`src/rtl/corner_tracker_div_seq_28s_14s_if.sv`:
```
// rtl/corner_tracker_div_seq_28s_14s_if.sv - operand/result handshake bundle for the sequential signed divider
interface corner_tracker_div_seq_28s_14s_if #(
  parameter int DIVIDEND_W = 28,
  parameter int DIVISOR_W  = 14
);
  logic                         in_valid;
  logic                         in_ready;
  logic signed [DIVIDEND_W-1:0] dividend;
  logic signed [DIVISOR_W-1:0]  divisor;
  logic                         out_valid;
  logic                         out_ready;
  logic signed [DIVIDEND_W-1:0] quotient;
  logic signed [DIVISOR_W-1:0]  remainder;
  logic                         dbz;
  logic                         ovf;

  modport master (
    output in_valid, dividend, divisor, out_ready,
    input  in_ready, out_valid, quotient, remainder, dbz, ovf
  );

  modport slave (
    input  in_valid, dividend, divisor, out_ready,
    output in_ready, out_valid, quotient, remainder, dbz, ovf
  );
endinterface

```
`src/rtl/corner_tracker_div_seq_28s_14s.sv`:
```
// rtl/corner_tracker_div_seq_28s_14s.sv - radix-2 restoring signed divider, 28s / 14s, CORNER_DIV_ROUND_EN selects round-to-nearest
module corner_tracker_div_seq_28s_14s #(
  parameter int DIVIDEND_W = 28,
  parameter int DIVISOR_W  = 14
) (
  input  logic clk,
  input  logic reset,
  input  logic ce,
  corner_tracker_div_seq_28s_14s_if.slave bus
);
  localparam int NW = DIVIDEND_W + 1;
  localparam int RW = DIVISOR_W + 1;
  localparam int IW = $clog2(DIVIDEND_W);
  localparam logic [NW-1:0] QMAX_MAG = {2'b00, {(DIVIDEND_W-1){1'b1}}};
  localparam logic [NW-1:0] QMIN_MAG = {2'b01, {(DIVIDEND_W-1){1'b0}}};
  localparam logic [DIVIDEND_W-1:0] QMAX = {1'b0, {(DIVIDEND_W-1){1'b1}}};
  localparam logic [DIVIDEND_W-1:0] QMIN = {1'b1, {(DIVIDEND_W-1){1'b0}}};
  localparam logic [IW-1:0] ITER_TOP = IW'(DIVIDEND_W - 1);

  typedef enum logic [1:0] {IDLE, CALC, FIX, DONE} state_t;

  state_t                  state;
  logic [IW-1:0]           iter;
  logic [NW-1:0]           mag_n;
  logic [RW-1:0]           mag_d;
  logic [RW-1:0]           rem_r;
  logic [DIVIDEND_W-1:0]   q_r;
  logic                    sign_n;
  logic                    sign_d;
  logic                    d_zero;
  logic [DIVISOR_W-1:0]    dvd_low;

  logic                    in_ready_r;
  logic                    out_valid_r;
  logic [DIVIDEND_W-1:0]   quotient_r;
  logic [DIVISOR_W-1:0]    remainder_r;
  logic                    dbz_r;
  logic                    ovf_r;

  // One extra bit on both magnitudes so |MIN| of either operand is exact.
  logic [NW-1:0] in_n_ext;
  logic [NW-1:0] in_n_mag;
  logic [RW-1:0] in_d_ext;
  logic [RW-1:0] in_d_mag;

  assign in_n_ext = {bus.dividend[DIVIDEND_W-1], bus.dividend};
  assign in_n_mag = bus.dividend[DIVIDEND_W-1] ? -in_n_ext : in_n_ext;
  assign in_d_ext = {bus.divisor[DIVISOR_W-1], bus.divisor};
  assign in_d_mag = bus.divisor[DIVISOR_W-1] ? -in_d_ext : in_d_ext;

  logic [RW-1:0] rem_sh;
  logic          rem_ge;

  assign rem_sh = {rem_r[RW-2:0], mag_n[iter]};
  assign rem_ge = rem_sh >= mag_d;

  logic [NW-1:0] q_fin;
  logic [RW:0]   r_fin;
  logic [NW-1:0] q_signed;
  logic [RW:0]   r_signed;
  logic          q_neg;
  logic          q_sat;

`ifdef CORNER_DIV_ROUND_EN
  // Ties away from zero: bump |q| and pull the remainder across by one divisor.
  logic round_up;
  assign round_up = {rem_r, 1'b0} >= {1'b0, mag_d};
  assign q_fin    = {1'b0, q_r} + {{(NW-1){1'b0}}, round_up};
  assign r_fin    = round_up ? ({1'b0, rem_r} - {1'b0, mag_d}) : {1'b0, rem_r};
`else
  assign q_fin    = {1'b0, q_r};
  assign r_fin    = {1'b0, rem_r};
`endif

  assign q_neg    = sign_n ^ sign_d;
  assign q_signed = q_neg ? -q_fin : q_fin;
  assign r_signed = sign_n ? -r_fin : r_fin;
  assign q_sat    = q_neg ? (q_fin > QMIN_MAG) : (q_fin > QMAX_MAG);

  always_ff @(posedge clk) begin
    if (reset) begin
      state       <= IDLE;
      iter        <= '0;
      mag_n       <= '0;
      mag_d       <= '0;
      rem_r       <= '0;
      q_r         <= '0;
      sign_n      <= 1'b0;
      sign_d      <= 1'b0;
      d_zero      <= 1'b0;
      dvd_low     <= '0;
      in_ready_r  <= 1'b0;
      out_valid_r <= 1'b0;
      quotient_r  <= '0;
      remainder_r <= '0;
      dbz_r       <= 1'b0;
      ovf_r       <= 1'b0;
    end else if (ce) begin
      case (state)
        IDLE: begin
          in_ready_r <= 1'b1;
          if (bus.in_valid && in_ready_r) begin
            in_ready_r <= 1'b0;
            mag_n      <= in_n_mag;
            mag_d      <= in_d_mag;
            sign_n     <= bus.dividend[DIVIDEND_W-1];
            sign_d     <= bus.divisor[DIVISOR_W-1];
            d_zero     <= (bus.divisor == '0);
            dvd_low    <= bus.dividend[DIVISOR_W-1:0];
            rem_r      <= '0;
            q_r        <= '0;
            iter       <= ITER_TOP;
            state      <= (bus.divisor == '0) ? FIX : CALC;
          end
        end
        CALC: begin
          rem_r   <= rem_ge ? (rem_sh - mag_d) : rem_sh;
          q_r[iter] <= rem_ge;
          if (iter == '0) state <= FIX;
          else            iter  <= iter - 1'b1;
        end
        FIX: begin
          out_valid_r <= 1'b1;
          state       <= DONE;
          if (d_zero) begin
            quotient_r  <= sign_n ? QMIN : QMAX;
            remainder_r <= dvd_low;
            dbz_r       <= 1'b1;
            ovf_r       <= 1'b0;
          end else if (q_sat) begin
            quotient_r  <= q_neg ? QMIN : QMAX;
            remainder_r <= '0;
            dbz_r       <= 1'b0;
            ovf_r       <= 1'b1;
          end else begin
            quotient_r  <= q_signed[DIVIDEND_W-1:0];
            remainder_r <= r_signed[DIVISOR_W-1:0];
            dbz_r       <= 1'b0;
            ovf_r       <= 1'b0;
          end
        end
        DONE: begin
          if (bus.out_ready) begin
            out_valid_r <= 1'b0;
            dbz_r       <= 1'b0;
            ovf_r       <= 1'b0;
            in_ready_r  <= 1'b1;
            state       <= IDLE;
          end
        end
        default: state <= IDLE;
      endcase
    end
  end

  assign bus.in_ready  = in_ready_r;
  assign bus.out_valid = out_valid_r;
  assign bus.quotient  = quotient_r;
  assign bus.remainder = remainder_r;
  assign bus.dbz       = dbz_r;
  assign bus.ovf       = ovf_r;
endmodule

```
`src/flat_wrapper.sv`:
```
// flat-port wrapper written by rule: the top's interface ports become plain ports
module corner_tracker_div_seq_28s_14s_flat 
#(
  parameter int DIVIDEND_W = 28,
  parameter int DIVISOR_W  = 14
)
  (clk, reset, ce, bus_in_valid, bus_dividend, bus_divisor, bus_out_ready, bus_in_ready, bus_out_valid, bus_quotient, bus_remainder, bus_dbz, bus_ovf);
  corner_tracker_div_seq_28s_14s_if #(.DIVIDEND_W(DIVIDEND_W), .DIVISOR_W(DIVISOR_W)) bus_i ();
  input  logic clk;
  input  logic reset;
  input  logic ce;
  input wire logic [$bits(bus_i.in_valid)-1:0] bus_in_valid;
  input wire logic [$bits(bus_i.dividend)-1:0] bus_dividend;
  input wire logic [$bits(bus_i.divisor)-1:0] bus_divisor;
  input wire logic [$bits(bus_i.out_ready)-1:0] bus_out_ready;
  output wire logic [$bits(bus_i.in_ready)-1:0] bus_in_ready;
  output wire logic [$bits(bus_i.out_valid)-1:0] bus_out_valid;
  output wire logic [$bits(bus_i.quotient)-1:0] bus_quotient;
  output wire logic [$bits(bus_i.remainder)-1:0] bus_remainder;
  output wire logic [$bits(bus_i.dbz)-1:0] bus_dbz;
  output wire logic [$bits(bus_i.ovf)-1:0] bus_ovf;
  assign bus_i.in_valid = bus_in_valid;
  assign bus_i.dividend = bus_dividend;
  assign bus_i.divisor = bus_divisor;
  assign bus_i.out_ready = bus_out_ready;
  assign bus_in_ready = bus_i.in_ready;
  assign bus_out_valid = bus_i.out_valid;
  assign bus_quotient = bus_i.quotient;
  assign bus_remainder = bus_i.remainder;
  assign bus_dbz = bus_i.dbz;
  assign bus_ovf = bus_i.ovf;
  corner_tracker_div_seq_28s_14s #(.DIVIDEND_W(DIVIDEND_W), .DIVISOR_W(DIVISOR_W)) u_core (.clk(clk), .reset(reset), .ce(ce), .bus(bus_i));
endmodule
```
`config.mk`:
```
export PLATFORM = sky130hd
export DESIGN_NAME = corner_tracker_div_seq_28s_14s_flat
export DESIGN_NICKNAME = d
export VERILOG_FILES = /design/src/rtl/corner_tracker_div_seq_28s_14s_if.sv /design/src/rtl/corner_tracker_div_seq_28s_14s.sv /design/src/flat_wrapper.sv
export SDC_FILE = /design/constraint.sdc
export NUM_CORES = 1
export LEC_CHECK = 0
export CAP_MARGIN = 20
export CELL_PAD_IN_SITES_DETAIL_PLACEMENT = 2
export CELL_PAD_IN_SITES_GLOBAL_PLACEMENT = 2
export CORE_UTILIZATION = 37
export DETAILED_ROUTE_END_ITERATION = 10
export PLACE_DENSITY_LB_ADDON = 0.1
export SYNTH_ARGS = -nofsm -noshare
export SYNTH_HDL_FRONTEND = slang
export SYNTH_SLANG_ARGS = --single-unit
```
`constraint.sdc`:
```
create_clock -name clk -period 9.1 [get_ports clk]
set_input_delay 0.91 -clock clk [delete_from_list [all_inputs] [get_ports clk]]
set_output_delay 0.91 -clock clk [all_outputs]
set_load 0.005 [all_outputs]
```
-- Word-level counts from Yosys, hierarchy flattened
Index checks and enable logic that the tools add are counted.
W data, S select, Z words.
- multiply operators: 0
- order comparisons: 5
- bitwise gates (word level): 1
- shift operators: 0
- equal/unequal tests: 7
- multiplexer cells: 39
- $add $sub $neg: 6
- reductions and logical operators: 15
- div/mod/pow operators: 0
- operator list (cell ; count):
    $mux W28 ; 6
    $mux W14 ; 5
    $pmux W28 S2 ; 1
    $mux W29 ; 1
    $neg A29 Y29 ; 1
    $bwmux W28 ; 1
    $gt A28 B27 Y1 const B ; 1
    $gt A28 B28 Y1 const B ; 1
    $neg A28 Y28 ; 1
    $pmux W14 S2 ; 1
    $ge A15 B15 Y1 ; 1
    $mux W15 ; 1
    $neg A15 Y15 ; 1
    $logic_not A14 Y1 ; 1
    $neg A14 Y14 ; 1
    $sub A14 B14 Y14 ; 1
    $reduce_and A3 Y1 ; 4
    $mux W5 ; 2
    $pmux W5 S2 ; 1
    $mux W1 ; 9
    $mux W2 ; 4
    $pmux W1 S2 ; 4
    $pmux W2 S4 ; 1
    $reduce_and A4 Y1 ; 2
    15 further kinds ; 21
- latch bits: 0
- input port bits: 47
- memories kept: 0
- RAM bits: 0
- bits in read-only memories: 0
- register bits: 156
- word-level logic and storage cells: 89

-- Logic depth before layout (Yosys ltp)
- depth after elaboration: 6
- depth in mapped cells: 14

-- Least setup slack after synthesis
No wires, ideal clock.
- path kind: register -> register
- start: reg u_core.iter[0]
- end: reg u_core.rem_r[12]
- stages on the path, launching flop included: 15
- path buffers: 1
- arrival: 3.358 ns
- slack: 5.655 ns
- cells stage by stage: dfxtp_1 > buf_1 > mux4_2 > a22oi_1 > o211ai_1 > nor2_1 > ha_1 > inv_1 > fa_1 > nand3_1 > a21oi_1 > nor3_1 > a31oi_1 > o2111a_1 > o31ai_1
- word-level cells in the longest chain between the ends: 5
- elaborated cells between the ends (all ways): 6
- those cells by class: add/sub (1); order compare (1); mux (4)
- RTL lines (what ; line ; text):
    start: declaration ; corner_tracker_div_seq_28s_14s.sv:23 ; logic [IW-1:0] iter;
    start signal: assignment ; corner_tracker_div_seq_28s_14s.sv:120 ; else iter <= iter - 1'b1;
    $bmux W1 S5 (*) ; corner_tracker_div_seq_28s_14s.sv:54 ; assign rem_sh = {rem_r[RW-2:0], mag_n[iter]};
    $mux W1 (implied by the code) (*) ; corner_tracker_div_seq_28s_14s.sv:54 ;
    $sub A14 B14 Y14 / $ge A15 B15 Y1 (equally long branches) ; corner_tracker_div_seq_28s_14s.sv:117, corner_tracker_div_seq_28s_14s.sv:55 ;
    $mux W14 (*) ; corner_tracker_div_seq_28s_14s.sv:117 ; rem_r <= rem_ge ? (rem_sh - mag_d) : rem_sh;
    $pmux W14 S2 (*) ; corner_tracker_div_seq_28s_14s.sv:99 ; case (state)
    end signal: assignment ; corner_tracker_div_seq_28s_14s.sv:117 ;
    end: declaration ; corner_tracker_div_seq_28s_14s.sv:26 ; logic [RW-1:0] rem_r;
Mark *: on every way between the ends. The rest lies on a longest branch, timed or not. The select of a mux whose other input is x is not followed.
A chain may end at the register's enable or synchronous reset.

-- Final worst setup path
- start: reg u_core.iter[2]
- end: reg u_core.q_r[1]
- word-level cells in the longest chain between the ends: 6
- elaborated cells between the ends (all ways): 10
- those cells by class: order compare (3); mux (6); reduce/logical (1)
- RTL lines (what ; line ; text):
    parallel branches: the longest is 4 deep, another holds $ge A15 B15 Y1 ; n/a ;
    $bwmux W28 (*) ; corner_tracker_div_seq_28s_14s.sv:118 ; q_r[iter] <= rem_ge;
    $pmux W28 S2 (*) ; corner_tracker_div_seq_28s_14s.sv:99 ;
    end signal: indexed assignment ; corner_tracker_div_seq_28s_14s.sv:118 ;
    end: declaration ; corner_tracker_div_seq_28s_14s.sv:27 ; logic [DIVIDEND_W-1:0] q_r;
Every way passes the cells marked *. The select of a mux whose other input is x is not followed.

==> flow_metrics.py <==
metrics = {
    "run_status": {
        "run_status": "finished, final reports clean",
    },
    "timing": {
        "slew_headroom_pct": 29.4,
        "timing.final.setup_violations": 0,
        "fin_crit_ns": 4.11,
        "rsz0062_at_grt": "false",
        "worst_hold_slack_ns": 0.463,
        "finalClockSkew_ns": 0.0194,
        "worst_slew_pin_tran_ns": 1.05,
        "fmax_mhz": 243,
        "post-route-period-util_pct": 45.1,
        "slew_violations": 0,
        "report.final.hold_viol_count": 0,
        "tns_ns": 0,
    },
    "synth": {
        "mappedNetlistArea_mm2": 0.00902,
        "yosys.area.top_type": "sky130_fd_sc_hd__dfxtp_1",
        "synth.top_cells.by_area": "sky130_fd_sc_hd__dfxtp_1 (34%), sky130_fd_sc_hd__nor2_1 (6.0%), sky130_fd_sc_hd__xnor2_1 (4.8%), sky130_fd_sc_hd__mux2i_1 (4.2%), sky130_fd_sc_hd__nand2_1 (4.1%)",
        "yosysWarnings": 0,
        "netlist_instances": 1090,
        "synthesis.area_per_instance_um2": 8.27,
        "postSynthRegisterBits": 155,
        "synth.yosys.seq_area_share_pct": 34.4,
        "synth_enable_flop_cells": 0,
        "synth_top_area_share_pct": 34.4,
        "asyncSetResetFlopFracSynth_pct": 0,
        "mappedNetlistNets": 1166,
        "synth_flop_cell": "sky130_fd_sc_hd__dfxtp_1",
        "synth_cell_types": 66,
    },
    "clock_tree": {
        "post-cts-setup-buffer-count": 0,
        "worstSkewPairLatency_ns": 0.44,
        "clock-sinks": 155,
        "clk_root_buffer_cell": "sky130_fd_sc_hd__clkbuf_16",
        "cts.reportedPaths.clkPinSlew_ns": 0.07,
        "cts_buffer_depth": 2,
        "post_cts.resized_instances": 0,
        "cts_inserted_buffers": 17,
        "h-tree-depth": 4,
        "tritoncts": "yes",
        "post_cts_hold_buffers": 0,
    },
    "power_and_ir_drop": {
        "irDropWorstVdd_mv": 0.0981,
        "power_leakage_nw": 3.94,
        "power.density_cell_area_mw_per_mm2": 184,
        "power.internal_mw": 1.32,
        "power.share.combinational_pct": 23.5,
        "power.net_switching_uw": 647,
        "power_switching_share_pct": 32.8,
        "sequentialPowerShare_pct": 38.4,
        "p_clk_share_pct": 38.2,
    },
    "global_route": {
        "met3_usage_pct": 2.96,
        "grt_start_max_net_pins": 85,
        "use_met2_pct": 46.0,
        "globalRoute.busiestLayer": "met2",
        "grt_pass1_vias": 8922,
        "met1_usage_pct": 31.2,
        "number_of_antenna_violations_at_the_first_check_in_global_routing": 0,
        "overflow": 0,
        "grt_pass1_wl_um": 49100,
        "grtUsageTotal_pct": 25.4,
    },
    "worst_setup_path": {
        "cp_cell_sequence": "nor3_1, a22oi_1, o211ai_1, nor2_1, ha_1, nand2b_1, a21oi_1, o21ai_0, o221ai_4, buf_4, nor2_1, a211oi_1",
        "critPathArrivalTime_ns": 4.44,
        "critical-path-top-cell-by-count": "sky130_fd_sc_hd__nor2_1",
        "crit_fanout": 48,
        "worst_setup_path_end_kind": "flop",
        "worst-endpoint-required_ns": 9.43,
        "timing.setup.critical_path_class": "flop to flop",
        "critical-path-max-stage-delay_ns": 0.82,
        "setup.worst_path.start_class": "flop",
        "critical-path-slowest-cell": "sky130_fd_sc_hd__nor3_1",
    },
    "floorplan": {
        "ioPinCount": 93,
        "die_height_um": 158,
        "die_area_mm2": 0.0250,
        "std_cell_rows": 56,
        "die_width_um": 158,
        "initial_utilization_pct": 38.1,
        "core_box_area_mm2": 0.0237,
    },
    "routing": {
        "viasPerCell": 5.64,
        "route.detailed.wl_per_inst_um": 20.5,
        "route.vias.total": 8280,
        "drt_pre_antenna_iters": 4,
        "iter_0_drt_violations": 291,
        "antenna_violating_nets_post_route": 0,
        "route.detailed.drc": 0,
        "postRouteWirelength_um": 30100,
    },
    "layout": {
        "fin_nets": 1211,
        "drive_above_1_share_pct": 7.93,
        "flow.area_growth_from_synthesis_pct": 18.4,
        "antennaDiodeCount": 0,
    },
    "placement": {
        "buffer_ports.inserted": 92,
        "gpl_wtd_cong": 0.827,
        "post-dp-hpwl_um": 21400,
    },
    "job": {
        "maxCapViolations": 0,
    },
    "hold_path": {
        "hold_path_class": "flop to flop",
    },
}
[flip-flops by register name (all words and copies together), names as in the netlist, 2 cells and up]
name                  flops
u_core.bus.quotient      28
u_core.mag_n             28
u_core.q_r               28
u_core.mag_d             15
u_core.bus.remainder     14
u_core.dvd_low           14
u_core.rem_r             14
u_core.iter               5
u_core.state              2
[power groups by stage]
stage	sequential, mW	clock, mW	combinational, mW
2_1_floorplan	0.755	0	0.302
3_3_place_gp	0.769	0	0.445
3_5_place_dp	0.771	0	0.458
4_1_cts	0.756	0.762	0.464
5_1_grt	0.761	0.789	0.511
6_report	0.755	0.751	0.462
[per-stage QoR]
step	power [mW]	util, %	instances	cell area, um2	setup WS [ns]
CTS	1.98	45.0	1466	10700	4.92
global route	2.06	45.1	1467	10700	4.58
global placement	1.21	42.5	1434	10100	5.17
floorplan	1.06	-	1090	9020	5.65
detailed placement	1.23	42.5	1434	10100	5.00
finish	1.97	45.1	1467	10700	4.99
[cells in the mapped netlist (all sizes together) (18+ instances only)]
cell type and n:
nor3 46, ha 28, o31ai 21, mux2i 38
nand3 42, a211oi 37, dfxtp 155, a21oi 66
xnor2 49, nand2 101, inv 36, clkbuf 57
o21ai 39, buf 18, nor2 147, xor2 35
[cells by family (layout without fill, tap and decap cells)]
| group | after synthesis | count (layout) | synth area share (%) |
|---|---|---|---|
| adder cells (fa/ha/maj) | 29 | 29 | 4.11 |
| XOR/XNOR | 84 | 84 | 8.16 |
| buffers and inverters | 111 | 169 | 5.56 |
| AO/OA/AOI/OAI | 249 | 249 | 19.6 |
| multiplexers | 45 | 45 | 5.97 |
| flip-flops | 155 | 155 | 34.4 |
| AND/OR/NAND/NOR | 417 | 417 | 22.2 |
[metal layers]
metal	vias to the layer above	share of wire, %
met4	0	2.0
met5	-	0
met1	4124	45
li1	3994	-
met2	126	51
met3	36	1.9
[placed cells by master, fill, tap and decap left out, types with 7 or more instances in the layout]
cell type / n
sky130_fd_sc_hd__a31oi_1: 7
sky130_fd_sc_hd__or3_1: 9
sky130_fd_sc_hd__a2111oi_2: 10
sky130_fd_sc_hd__nor2_1: 144
sky130_fd_sc_hd__nand4_1: 8
sky130_fd_sc_hd__inv_1: 36
sky130_fd_sc_hd__o31ai_1: 21
sky130_fd_sc_hd__nor3_2: 10
sky130_fd_sc_hd__dfxtp_1: 155
sky130_fd_sc_hd__o41ai_1: 9
sky130_fd_sc_hd__a221oi_1: 15
sky130_fd_sc_hd__xnor2_1: 49
sky130_fd_sc_hd__ha_1: 28
sky130_fd_sc_hd__nor3b_1: 8
sky130_fd_sc_hd__nor3_1: 36
sky130_fd_sc_hd__nand2b_1: 13
sky130_fd_sc_hd__clkdlybuf4s50_1: 91
sky130_fd_sc_hd__nand2_1: 99
sky130_fd_sc_hd__xor2_1: 35
sky130_fd_sc_hd__o21ai_0: 39
sky130_fd_sc_hd__a21oi_1: 66
sky130_fd_sc_hd__clkbuf_16: 17
sky130_fd_sc_hd__a211oi_1: 36
sky130_fd_sc_hd__or2_2: 7
sky130_fd_sc_hd__mux4_2: 7
sky130_fd_sc_hd__nand3_1: 42
sky130_fd_sc_hd__nor4_1: 11
sky130_fd_sc_hd__mux2i_1: 38
sky130_fd_sc_hd__buf_4: 9
[path summary, 6_finish.rpt]
path                                              startpoint                           end  slack (ns)  cells after the start
worst max register to register   u_core.iter[2]$_SDFFE_PP0P_    u_core.q_r[1]$_SDFFE_PP0P_        4.99                     12
worst max-delay path             u_core.iter[2]$_SDFFE_PP0P_    u_core.q_r[1]$_SDFFE_PP0P_        4.99                     12
worst min register to register  u_core.mag_d[5]$_SDFFE_PP0P_  u_core.mag_d[5]$_SDFFE_PP0P_        0.46                      2
worst min-delay path            u_core.mag_d[5]$_SDFFE_PP0P_  u_core.mag_d[5]$_SDFFE_PP0P_        0.46                      2
[critical path, delay by kind of cell, from the launching register on]
kind	cells	cell delay [ns]
flip-flops	1	0.43
AND/OR/NAND/NOR	4	1.24
buffers and inverters	1	0.48
AO/OA/AOI/OAI	6	1.58
adder cells (fa/ha/maj)	1	0.24
[final cells by class]
| cell class | count | area [um2] |
|---|---|---|
| fillers | 2680 | 13000 |
| multi-input cells | 824 | 5440 |
| flip-flops and latches | 155 | 3100 |
| repair buffers | 101 | 993 |
| clock buffers | 18 | 429 |
| well taps | 319 | 399 |
| clock inverters | 14 | 176 |
| inverters | 36 | 135 |
(Power assumes the default switching activity.)
